File: src/rtl/uart_rx_deframer.sv
// UART receive deframer: start, 8 data bits LSB first, even parity, stop.
// Bit timing comes from clks_per_bit, latched when a start edge is detected.
module uart_rx_deframer (
  input  logic       clk,
  input  logic       rst,
  input  logic       rx_line,
  input  logic [9:0] clks_per_bit,
  output logic [7:0] data,
  output logic       valid,
  output logic       parity_err,
  output logic       frame_err,
  output logic       busy
);

  typedef enum logic [2:0] {
    IDLE,
    START,
    DATA,
    PARITY,
    STOP
  } state_e;

  state_e     state_q, state_d;
  logic       s1_q, s1_d;
  logic       s2_q, s2_d;
  logic       prev_q, prev_d;
  logic [9:0] cnt_q, cnt_d;
  logic [9:0] cpb_q, cpb_d;
  logic [2:0] bit_idx_q, bit_idx_d;
  logic [7:0] shift_q, shift_d;
  logic       par_bit_q, par_bit_d;
  logic [7:0] data_q, data_d;
  logic       valid_q, valid_d;
  logic       perr_q, perr_d;
  logic       ferr_q, ferr_d;

  logic [9:0] half;
  logic       bit_end;

  assign half    = cpb_q >> 1;
  assign bit_end = (cnt_q == cpb_q);

  always_comb begin
    // NOTE: every signal gets a default first, so no path can leave one
    // unassigned and infer a latch.
    state_d   = state_q;
    s1_d      = rx_line;
    s2_d      = s1_q;
    prev_d    = s2_q;
    cnt_d     = cnt_q + 10'd1;
    cpb_d     = cpb_q;
    bit_idx_d = bit_idx_q;
    shift_d   = shift_q;
    par_bit_d = par_bit_q;
    data_d    = data_q;
    valid_d   = 1'b0;
    perr_d    = perr_q;
    ferr_d    = ferr_q;

    unique case (state_q)
      IDLE: begin
        cnt_d = '0;
        // Requires a 1->0 transition so a line stuck low never re-triggers.
        if (!s2_q && prev_q) begin
          state_d = START;
          cpb_d   = clks_per_bit;
        end
      end
      START: begin
        if (cnt_q == half) begin
          cnt_d     = '0;
          bit_idx_d = '0;
          state_d   = s2_q ? IDLE : DATA;
        end
      end
      DATA: begin
        if (bit_end) begin
          cnt_d     = '0;
          shift_d   = {s2_q, shift_q[7:1]};
          bit_idx_d = bit_idx_q + 3'd1;
          if (bit_idx_q == 3'd7) state_d = PARITY;
        end
      end
      PARITY: begin
        if (bit_end) begin
          cnt_d     = '0;
          par_bit_d = s2_q;
          state_d   = STOP;
        end
      end
      STOP: begin
        if (bit_end) begin
          cnt_d   = '0;
          data_d  = shift_q;
          perr_d  = par_bit_q != (^shift_q);
          ferr_d  = ~s2_q;
          valid_d = 1'b1;
          state_d = IDLE;
        end
      end
      default: begin
        cnt_d   = '0;
        state_d = IDLE;
      end
    endcase
  end

  // NOTE: sequential state uses non-blocking assignments only, so every flop
  // samples the pre-edge value of its inputs regardless of statement order.
  always_ff @(posedge clk) begin
    if (!rst) begin
      state_q   <= IDLE;
      s1_q      <= 1'b1;
      s2_q      <= 1'b1;
      prev_q    <= 1'b1;
      cnt_q     <= '0;
      cpb_q     <= '0;
      bit_idx_q <= '0;
      shift_q   <= '0;
      par_bit_q <= 1'b0;
      data_q    <= '0;
      valid_q   <= 1'b0;
      perr_q    <= 1'b0;
      ferr_q    <= 1'b0;
    end else begin
      state_q   <= state_d;
      s1_q      <= s1_d;
      s2_q      <= s2_d;
      prev_q    <= prev_d;
      cnt_q     <= cnt_d;
      cpb_q     <= cpb_d;
      bit_idx_q <= bit_idx_d;
      shift_q   <= shift_d;
      par_bit_q <= par_bit_d;
      data_q    <= data_d;
      valid_q   <= valid_d;
      perr_q    <= perr_d;
      ferr_q    <= ferr_d;
    end
  end

  assign data       = data_q;
  assign valid      = valid_q;
  assign parity_err = perr_q;
  assign frame_err  = ferr_q;
  assign busy       = (state_q != IDLE);

endmodule
File: config.mk
export PLATFORM = sky130hd
export DESIGN_NAME = uart_rx_deframer
export DESIGN_NICKNAME = d
export VERILOG_FILES = /design/src/rtl/uart_rx_deframer.sv
export SDC_FILE = /design/constraint.sdc
export NUM_CORES = 1
export LEC_CHECK = 0
export BUFFER_PORTS_ARGS = -buffer_cell sky130_fd_sc_hd__buf_4
export CORE_UTILIZATION = 45
export CTS_BUF_LIST = sky130_fd_sc_hd__clkbuf_4 sky130_fd_sc_hd__clkbuf_8
export DETAILED_ROUTE_END_ITERATION = 10
export PLACE_DENSITY = 0.63
export SLEW_MARGIN = 20
export SYNTH_ARGS = -nofsm -noshare
export SYNTH_HDL_FRONTEND = slang
export SYNTH_SLANG_ARGS = --single-unit
export TNS_END_PERCENT = 10
File: constraint.sdc
create_clock -name clk -period 4.75 [get_ports clk]
set_clock_uncertainty 0.05 [all_clocks]
set_input_delay 1.1875 -clock clk [delete_from_list [all_inputs] [get_ports clk]]
set_output_delay 1.1875 -clock clk [all_outputs]
set_load 0.01 [all_outputs]
==> key figures, run 1 <==
Status
  • Status: finished clean

Yosys
  • Syn nets: 249
  • Xor/xnor share of the synthesized area: about 14%
  • Largest family of logic cells by synthesized area: simple AND/OR/NAND/NOR gates
  • Register area share after synthesis: 42.1%
  • Mux share of post-synthesis cell area: 11.6%
  • Synth cell types: 37
  • Post-Syn Area: ~2300 um2
  • Post-Synth Simple-Gate Area: 20.8%
  • FF+latch count, synth: 49
  • Synth Instances: approximately 230
  • Adder-cell share of the synthesized area: roughly 1.6%
  • Syn avg cell area: ~10 um2
  • Async S/R FF share, synth: 0%
  • Most common flop cell mapped by yosys: dfxtp_1
  • Post-synth EDFFs: 0
  • Synthesis Warnings: 0
  • Synth Area in Compound Gates: about 5.4%

Timing
  • RSZ-0062 raised after global routing: no
  • Post-layout min period: around 2500 ps
  • Fmax: approximately 0.41 GHz
  • Fin crit share: 51.8%
  • Setup total negative slack: 0 ps
  • Max_slew headroom: 58.5%
  • Worst Max-Slew Pin Slew: between 600 and 700 ps
  • Final Hold Vio Count: 0
  • Slew Viols, Final: 0
  • Final setup vio count: 0

Routing
  • Vias: between 1.5k and 2k
  • Post-Route WL: 3.82 mm
  • Vias per cell: 4.76
  • Drt pass-1 iters: 4
  • Residual DRC: 0
  • Post-route ant nets: 0
  • Initial DRC count: 65
  • Wire per inst: 12.0 um

Pwr
  • Power per cell area: 297 nW/um2
  • Leak: ~1.1 nW
  • Peak supply drop: 0.137 mV

Clock network
  • Clk_lat worst skew: 290 ps
  • Htree depth: 2
  • Root Driver: clkbuf_8
  • Longest Clk Path Bufs: 2
  • TritonCTS clock tree: yes
  • Post-CTS Setup Inserts: 0
  • CTS Buf Count: 5
  • CTS clk-pin slew, worst paths: 80 ps
  • CTS Sinks: 49
  • Post_cts resized: 0
  • Cts hold-fix bufs: 0

Setup path
  • Critical-path cell list: or3_1, buf_4
  • Worst setup path class: reg2out
  • Startpoint types: flip-flop
  • Max incr delay on CP: ~400 ps
  • Crit-path leading delay family: simple AND/OR/NAND/NOR gates
  • Crit path DAT: ~1200 ps
  • CP Max Fanout: 8
  • Slowest stage cell, crit path: or3_1
  • Critical path buffers and inverters: 1
  • CP Capture Type: primary output
  • Critical path required time: 3510 ps
  • Reg-to-reg startpoint: cnt_q[6]$_SDFF_PN0_
  • Worst setup path start: state_q[0]$_SDFFE_PN0P_

Flow run
  • Max cap viols: 0

Worst hold path
  • Hold crit path type: reg2reg
  • Min-delay src: s1_q$_SDFF_PN1_

Floorplanning
  • Row count: 25
  • Die W: 74.0 um
  • Initial core utilization: 48.1%
  • Die area: between 5000 and 6000 um2
  • Core footprint: 4850 um2
  • Die height: 74.0 um
  • IO Pins: 25

Global route
  • Vias in the first global route: 1383
  • Gr usage total: approximately 16%
  • Initial antenna violation count: 0
  • GR Overflow Total: 0
  • Largest net degree at the start of global routing: 45
  • First-pass GRT wire length: 6.49 mm

Placed design
  • I/O Buffers: 24
  • Post-place instance area: 2510 um2
  • Detailed Place HPWL: about 2.7 mm
  • Gpl congestion: approximately 0.77

Cells and area
  • Layout cell share with drive strength beyond 1: 16.3%
  • Multi-input logic area: roughly 1300 um2
  • Storage cell area: 981 um2
  • Fin area: 2620 um2
  • Fillers: 459
  • Final net count: approximately 270
  • ANT cells: 0
  • Area growth syn-to-layout: 12.2%
cells in the mapped netlist, types with 2 or more instances:
master | n | area, um2
nor3_1 | 2 | 10.0
xnor2_1 | 16 | 140
xor2_1 | 15 | 131
dfxtp_1 | 49 | 981
and3_1 | 2 | 12.5
nand3_1 | 7 | 35.0
and2_1 | 2 | 12.5
buf_6 | 5 | 56.3
clkbuf_1 | 6 | 22.5
nand4_2 | 2 | 25.0
a31oi_1 | 2 | 12.5
nand2b_1 | 5 | 31.3
nor2_1 | 17 | 63.8
xnor2_2 | 4 | 65.1
o211a_1 | 2 | 20.0
o21ai_0 | 2 | 10.0
o21ai_2 | 2 | 17.5
o22ai_1 | 3 | 18.8
nand2_1 | 14 | 52.6
nor2b_1 | 29 | 181
nor4_1 | 3 | 18.8
mux2i_1 | 27 | 270
ha_1 | 3 | 37.5
layout make-up:
type	instances	area share [%]
repair buffers	25	7.17
well taps	67	3.20
clock inverters	2	1.34
flip-flops and latches	49	37.5
clock buffers	5	2.63
multi-input cells	170	48.0
inverters	1	0.143
path summary, 6_finish.rpt:
check                                   end  slack, ps  cells past startpoint
setup / recovery                       busy       2290                      2
hold / removal            prev_d$_SDFF_PN1_        370                      1
setup reg to reg  bit_idx_q[0]$_SDFFE_PN0P_       2600                      5
hold reg to reg           prev_d$_SDFF_PN1_        370                      1
cell usage in the layout (no fill, tap or decap), drive strengths merged, types with 2 or more instances in the layout:
| cell | count |
|---|---|
| and2 | 2 |
| dfxtp | 49 |
| nand3 | 7 |
| a31oi | 2 |
| buf | 25 |
| xnor2 | 20 |
| nand4 | 2 |
| nor4 | 4 |
| nor3 | 2 |
| xor2 | 15 |
| nor2b | 29 |
| o22ai | 3 |
| nand2b | 5 |
| nor2 | 17 |
| nand2 | 14 |
| clkbuf | 5 |
| o21ai | 4 |
| and3 | 2 |
| mux2i | 27 |
| ha | 3 |
| o211a | 2 |
cells by family after synthesis:
group / after synthesis
compound gates: 17
buf+inv: 14
xor+xnor: 35
simple gates: 88
mux: 27
flops: 49
fa+ha+maj: 3
metal layers:
metal,global-route usage [%],vias to the layer above,part of all wire [%]
met3,4.47,4,3.8
met5,0,-,0
met4,5.13,0,1.2
met2,21.8,27,40
met1,23.1,667,55
li1,-,822,-
report_power, final:
part / switching [W] / leakage, nW / internal [W]
combinational: 0.0000334 / 0.657 / 0.0000344
sequential: 0.00000882 / 0.396 / 0.000418
clock: 0.000129 / 0.0540 / 0.000153
total: 0.000171 / 1.11 / 0.000605
sequential cells by signal, indices dropped and copies added, names as in the netlist:
register / flops
frame_err: 1
par_bit_q: 1
bit_idx_q: 3
cnt_q: 10
valid: 1
prev_d: 1
data: 8
cpb_q: 10
shift_q: 8
state_q: 3
parity_err: 1
prev_q: 1
s1_q: 1
per-stage QoR:
stage	instances	utilization [%]	hold WS [ps]	power [W]	setup WS, ps
after global routing	319	54.0	418	0.000813	2230
final	319	54.0	366	0.000776	2290
after global placement	312	51.8	337	0.000504	2610
after detailed placement	312	51.8	352	0.000505	2600
after CTS	319	54.0	373	0.000787	2280
after floorplan	233	-	336	0.000486	2750
No activity file was read; power rests on OpenSTA's default activity.
==> inputs of run 2 (changes only) <==
==> constraint.sdc (replaced) <==
create_clock -name clk -period 2.45 [get_ports clk]
set_clock_uncertainty 0.05 [all_clocks]
set_input_delay 0.6125 -clock clk [delete_from_list [all_inputs] [get_ports clk]]
set_output_delay 0.6125 -clock clk [all_outputs]
set_load 0.01 [all_outputs]
==> run 2 against run 1 <==
  * Sequential power up 94%
  * Critical endpoint is now state_q[1]$_SDFFE_PN0P_
  * Worst setup slack got worse by 1900 ps
  * Total power is 99% higher
  * Utilization increased by 1.0 points
  * Die area unchanged
  * Global-route usage increased by 0.69 points
  * Critical path depth grew 3
  * Combinational power grew 100%
  * Final cell count rose by 1.9%
==> key figures, run 2 (synthesis results as in run 1) <==
Status
  • Status: finished clean

Timing
  • Final setup vio count: 0
  • RSZ-0062 raised after global routing: no
  • Max_slew headroom: 58.1%
  • Slack of the critical path: 380 ps
  • Worst Max-Slew Pin Slew: ~630 ps
  • Hold Slack: approximately 360 ps
  • Slew Viols, Final: 0
  • Fmax: 0.483 GHz
  • Final Hold Vio Count: 0
  • Setup total negative slack: 0 ps
  • Fin crit share: 84.5%
  • Post-layout min period: 2070 ps

Floorplanning
  • Initial core utilization: 48.1%
  • IO Pins: 25
  • Core footprint: 4850 um2
  • Die area: about 5500 um2
  • Die height: 74.0 um
  • Die W: between 70 and 80 um
  • Row count: 25

Clock network
  • Htree depth: 2
  • Clk_lat worst skew: 300 ps
  • Post-CTS Setup Inserts: 0
  • Longest Clk Path Bufs: 2
  • CTS Sinks: just under 50
  • TritonCTS clock tree: yes
  • CTS Buf Count: 5
  • CTS clk-pin slew, worst paths: 90 ps
  • Post_cts resized: 0
  • Cts hold-fix bufs: 0
  • Root Driver: clkbuf_8

Placed design
  • I/O Buffers: 24
  • Gpl congestion: 0.741
  • Detailed Place HPWL: 2.82 mm
  • DP Worst Slack: 398 ps
  • Post-place instance area: around 2500 um2

Routing
  • Post-Route WL: 4.02 mm
  • Residual DRC: 0
  • Vias: 1550
  • Post-route ant nets: 0
  • Drt pass-1 iters: 4
  • Initial DRC count: 47
  • Vias per cell: approximately 4.8
  • Wire per inst: 12.4 um

Cells and area
  • Most frequent cells in the layout: 49 x dfxtp_1, 30 x buf_4, 29 x nor2b_1, 27 x mux2i_1, 17 x nor2_1
  • ANT cells: 0
  • Largest registers: cnt_q x10, cpb_q x10
  • Area growth syn-to-layout: 14.3%
  • Fin area: 2670 um2
  • Commonest non-fill, non-tap cell in the layout: dfxtp_1
  • Layout cell share with drive strength beyond 1: 18.2%
  • Fillers: about 460
  • Final net count: 273

Pwr
  • Leak: 1.13 nW
  • Power per cell area: 580 nW/um2
  • Peak supply drop: roughly 0.35 mV
  • PnR Total Power: 0.00154 W

Global route
  • Largest net degree at the start of global routing: 45
  • Gr usage total: 16.3%
  • First-pass GRT wire length: roughly 6.9 mm
  • Vias in the first global route: 1478
  • Initial antenna violation count: 0
  • GR Overflow Total: 0

Setup path
  • Reg-to-reg startpoint: cnt_q[6]$_SDFF_PN0_
  • Worst setup path class: reg2reg
  • Reg2Reg Depth: 5
  • CP Capture Type: flip-flop
  • Worst reg2reg endpoint: state_q[1]$_SDFFE_PN0P_
  • Critical path required time: about 2600 ps
  • Startpoint types: flip-flop
  • Worst reg-to-reg setup slack: ~380 ps
  • Crit path DAT: ~2200 ps
  • CP Max Fanout: 6

Flow run
  • Max cap viols: 0

Worst hold path
  • Hold depth: 1
  • Worst Hold Endpoint: prev_d$_SDFF_PN1_
  • Min-delay src: s1_q$_SDFF_PN1_
  • Hold crit path type: reg2reg
==> run 2: cell count changes in the layout (fill, tap and decap cells not counted), sizes merged <==
cell / delta
buf: +5
clkinvlp: +1
==> run 2: how the worst max path moves through the flow <==
stage,start,endpoint,slack [ps],cells after the start
3_3_place_gp,cnt_q[0]$_SDFF_PN0_,state_q[1]$_SDFFE_PN0P_,430,5
2_1_floorplan,cnt_q[0]$_SDFF_PN0_,state_q[1]$_SDFFE_PN0P_,510,5
4_1_cts,cnt_q[6]$_SDFF_PN0_,state_q[1]$_SDFFE_PN0P_,390,5
5_1_grt,cnt_q[3]$_SDFF_PN0_,cnt_q[2]$_SDFF_PN0_,270,5
3_5_place_dp,cnt_q[6]$_SDFF_PN0_,state_q[1]$_SDFFE_PN0P_,400,5
6_report,cnt_q[6]$_SDFF_PN0_,state_q[1]$_SDFFE_PN0P_,380,5
==> run 2: area by class of cell <==
class                      instances  area (um2)  area share [%]
clock inverter                     3        46.3            1.74
sequential                        49         981            36.8
clock buffer                       5        68.8            2.58
timing repair buffer              30         225            8.45
tap                               67        83.8            3.15
multi-input combinational        170        1260            47.1
inverter                           1        3.75           0.141
==> run 2: metal layers <==
metal,up-vias,GRT usage [%],share of wire [%]
met5,-,0,0
met4,0,5.13,1.0
met3,5,3.25,4.7
met2,31,24.3,41
met1,679,23.7,53
li1,835,-,-
==> run 2: metrics by stage <==
| step | util (%) | cells |
|---|---|---|
| floorplan | - | 233 |
| global route | 55.0 | 325 |
| global placement | 52.6 | 317 |
| finish | 55.0 | 325 |
| CTS | 55.0 | 325 |
| detailed placement | 52.6 | 317 |
==> run 2: where the power goes <==
| group | switching, W | internal, W | leakage, nW |
|---|---|---|---|
| registers | 0.0000170 | 0.000810 | 0.396 |
| logic | 0.0000666 | 0.0000697 | 0.682 |
| clock network | 0.000276 | 0.000306 | 0.0543 |
==> run 2: worst max-delay path, stage by stage (launching register included) <==
cell and delay, ps:
dfxtp_1 490, xnor2_2 160, nand4_2 180, o32a_1 440
or4_1 530, o211a_1 130
==> inputs of run 3 (changes only) <==
==> constraint.sdc (replaced) <==
create_clock -name clk -period 2.1 [get_ports clk]
set_clock_uncertainty 0.05 [all_clocks]
set_input_delay 0.525 -clock clk [delete_from_list [all_inputs] [get_ports clk]]
set_output_delay 0.525 -clock clk [all_outputs]
set_load 0.01 [all_outputs]
==> run 3 against run 2 <==
  * Sequential cell count did not move
  * Hold slack got worse by 0.95 ps
  * Non-clock buffer count rose by 8
  * Cell area is 3.0% higher
  * Fmax is 3.9% higher
  * Clock power rose by 21%
  * Critical path type unchanged
  * Largest cell class unchanged
  * Largest power group unchanged
==> key figures, run 3 (synthesis results as in run 1) <==
Status
  • Status: finished clean

Global route
  • Gr usage total: 16.6%
  • GR Overflow Total: 0
  • Initial antenna violation count: 0
  • Vias in the first global route: roughly 1.5k
  • Largest net degree at the start of global routing: 45
  • First-pass GRT wire length: 7.02 mm

Cells and area
  • Area growth syn-to-layout: 17.7%
  • Most frequent cells in the layout: 48 x dfxtp_1, 37 x buf_4, 29 x nor2b_1, 27 x mux2i_1, 17 x nor2_1
  • Final net count: 281
  • ANT cells: 0
  • Largest registers: cnt_q x10, cpb_q x10
  • Commonest non-fill, non-tap cell in the layout: dfxtp_1
  • Layout cell share with drive strength beyond 1: 21.1%

Floorplanning
  • Die area: roughly 5500 um2
  • Core footprint: between 4000 and 5000 um2
  • Die height: 74.0 um
  • IO Pins: 25
  • Die W: 74.0 um
  • Initial core utilization: 48.1%
  • Row count: 25

Pwr
  • PnR Total Power: 0.00184 W
  • Power per cell area: 672 nW/um2
  • Leak: 1.19 nW
  • Peak supply drop: 0.478 mV

Setup path
  • CP Max Fanout: 5
  • Crit path DAT: about 2100 ps
  • CP Capture Type: flip-flop
  • Critical path required time: ~2200 ps
  • Startpoint types: flip-flop
  • Worst setup path class: reg2reg

Timing
  • Setup total negative slack: 0 ps
  • Final setup vio count: 0
  • Worst Max-Slew Pin Slew: 629 ps
  • Slew Viols, Final: 0
  • Fin crit share: 94.8%
  • RSZ-0062 raised after global routing: no
  • Max_slew headroom: 58.1%
  • Post-layout min period: 1990 ps
  • Fmax: 0.502 GHz
  • Final Hold Vio Count: 0

Clock network
  • TritonCTS clock tree: yes
  • Longest Clk Path Bufs: 2
  • CTS clk-pin slew, worst paths: 90 ps
  • Clk_lat worst skew: between 200 and 300 ps
  • CTS Sinks: 49
  • Root Driver: clkbuf_8
  • Post_cts resized: 0
  • Post-CTS Setup Inserts: 0
  • Htree depth: 2
  • Cts hold-fix bufs: 0
  • CTS Buf Count: 5

Routing
  • Drt pass-1 iters: 4
  • Post-Route WL: 4.10 mm
  • Vias per cell: approximately 5
  • Post-route ant nets: 0
  • Residual DRC: 0
  • Initial DRC count: 105
  • Vias: 1621
  • Wire per inst: around 12 um

Flow run
  • Max cap viols: 0

Worst hold path
  • Hold crit path type: reg2reg

Placed design
  • Gpl congestion: 0.776
  • Detailed Place HPWL: just under 3 mm
  • I/O Buffers: 24
==> run 3: layout make-up <==
type	count	area, um2
Multi-Input combinational cell	170	1260
Tap cell	67	83.8
Timing Repair Buffer	38	298
Inverter	1	3.75
Sequential cell	49	982
Fill cell	449	2100
Clock inverter	1	30.0
Clock buffer	7	90.1
==> run 3: path summary, 6_finish.rpt <==
| kind | start | to | slack (ps) | cells past startpoint |
|---|---|---|---|---|
| setup / recovery | cnt_q[3]$_SDFF_PN0_ | state_q[1]$_SDFFE_PN0P_ | 110 | 5 |
| hold / removal | s1_q$_SDFF_PN1_ | prev_d$_SDFF_PN1_ | 360 | 1 |
| setup reg to reg | cnt_q[3]$_SDFF_PN0_ | state_q[1]$_SDFFE_PN0P_ | 110 | 5 |
| hold reg to reg | s1_q$_SDFF_PN1_ | prev_d$_SDFF_PN1_ | 360 | 1 |
==> run 3: per-stage QoR <==
stage	instance area, um2	instances	setup slack [ps]	hold slack [ps]	utilization [%]
finish	2740	333	109	362	56.6
global route	2740	333	6.41	363	56.6
CTS	2740	333	97.3	355	56.6
floorplan	2330	233	155	336	-
detailed placement	2620	325	119	346	54.1
global placement	2620	325	169	341	54.1
==> run 3: layer usage <==
| layer | GRT usage [%] | vias to the layer above | wire length (um) |
|---|---|---|---|
| met5 | 0 | - | 0 |
| met4 | 3.85 | 0 | 18 |
| met3 | 3.25 | 2 | 178 |
| met2 | 24.4 | 32 | 1750 |
| met1 | 25.0 | 741 | 2160 |
| li1 | - | 846 | - |
==> run 3: power breakdown <==
group,internal [W],leakage [nW],switching [W]
logic,0.0000931,0.730,0.0000842
registers,0.000944,0.397,0.0000162
clock network,0.000402,0.0619,0.000305
==> run 3: worst max-delay path, stage by stage, from the launching register on <==
cell and delay [ps]:
dfxtp_1 460, xnor2_2 150, nand4_2 180, o32a_1 400, or4_1 520, o211a_1 140
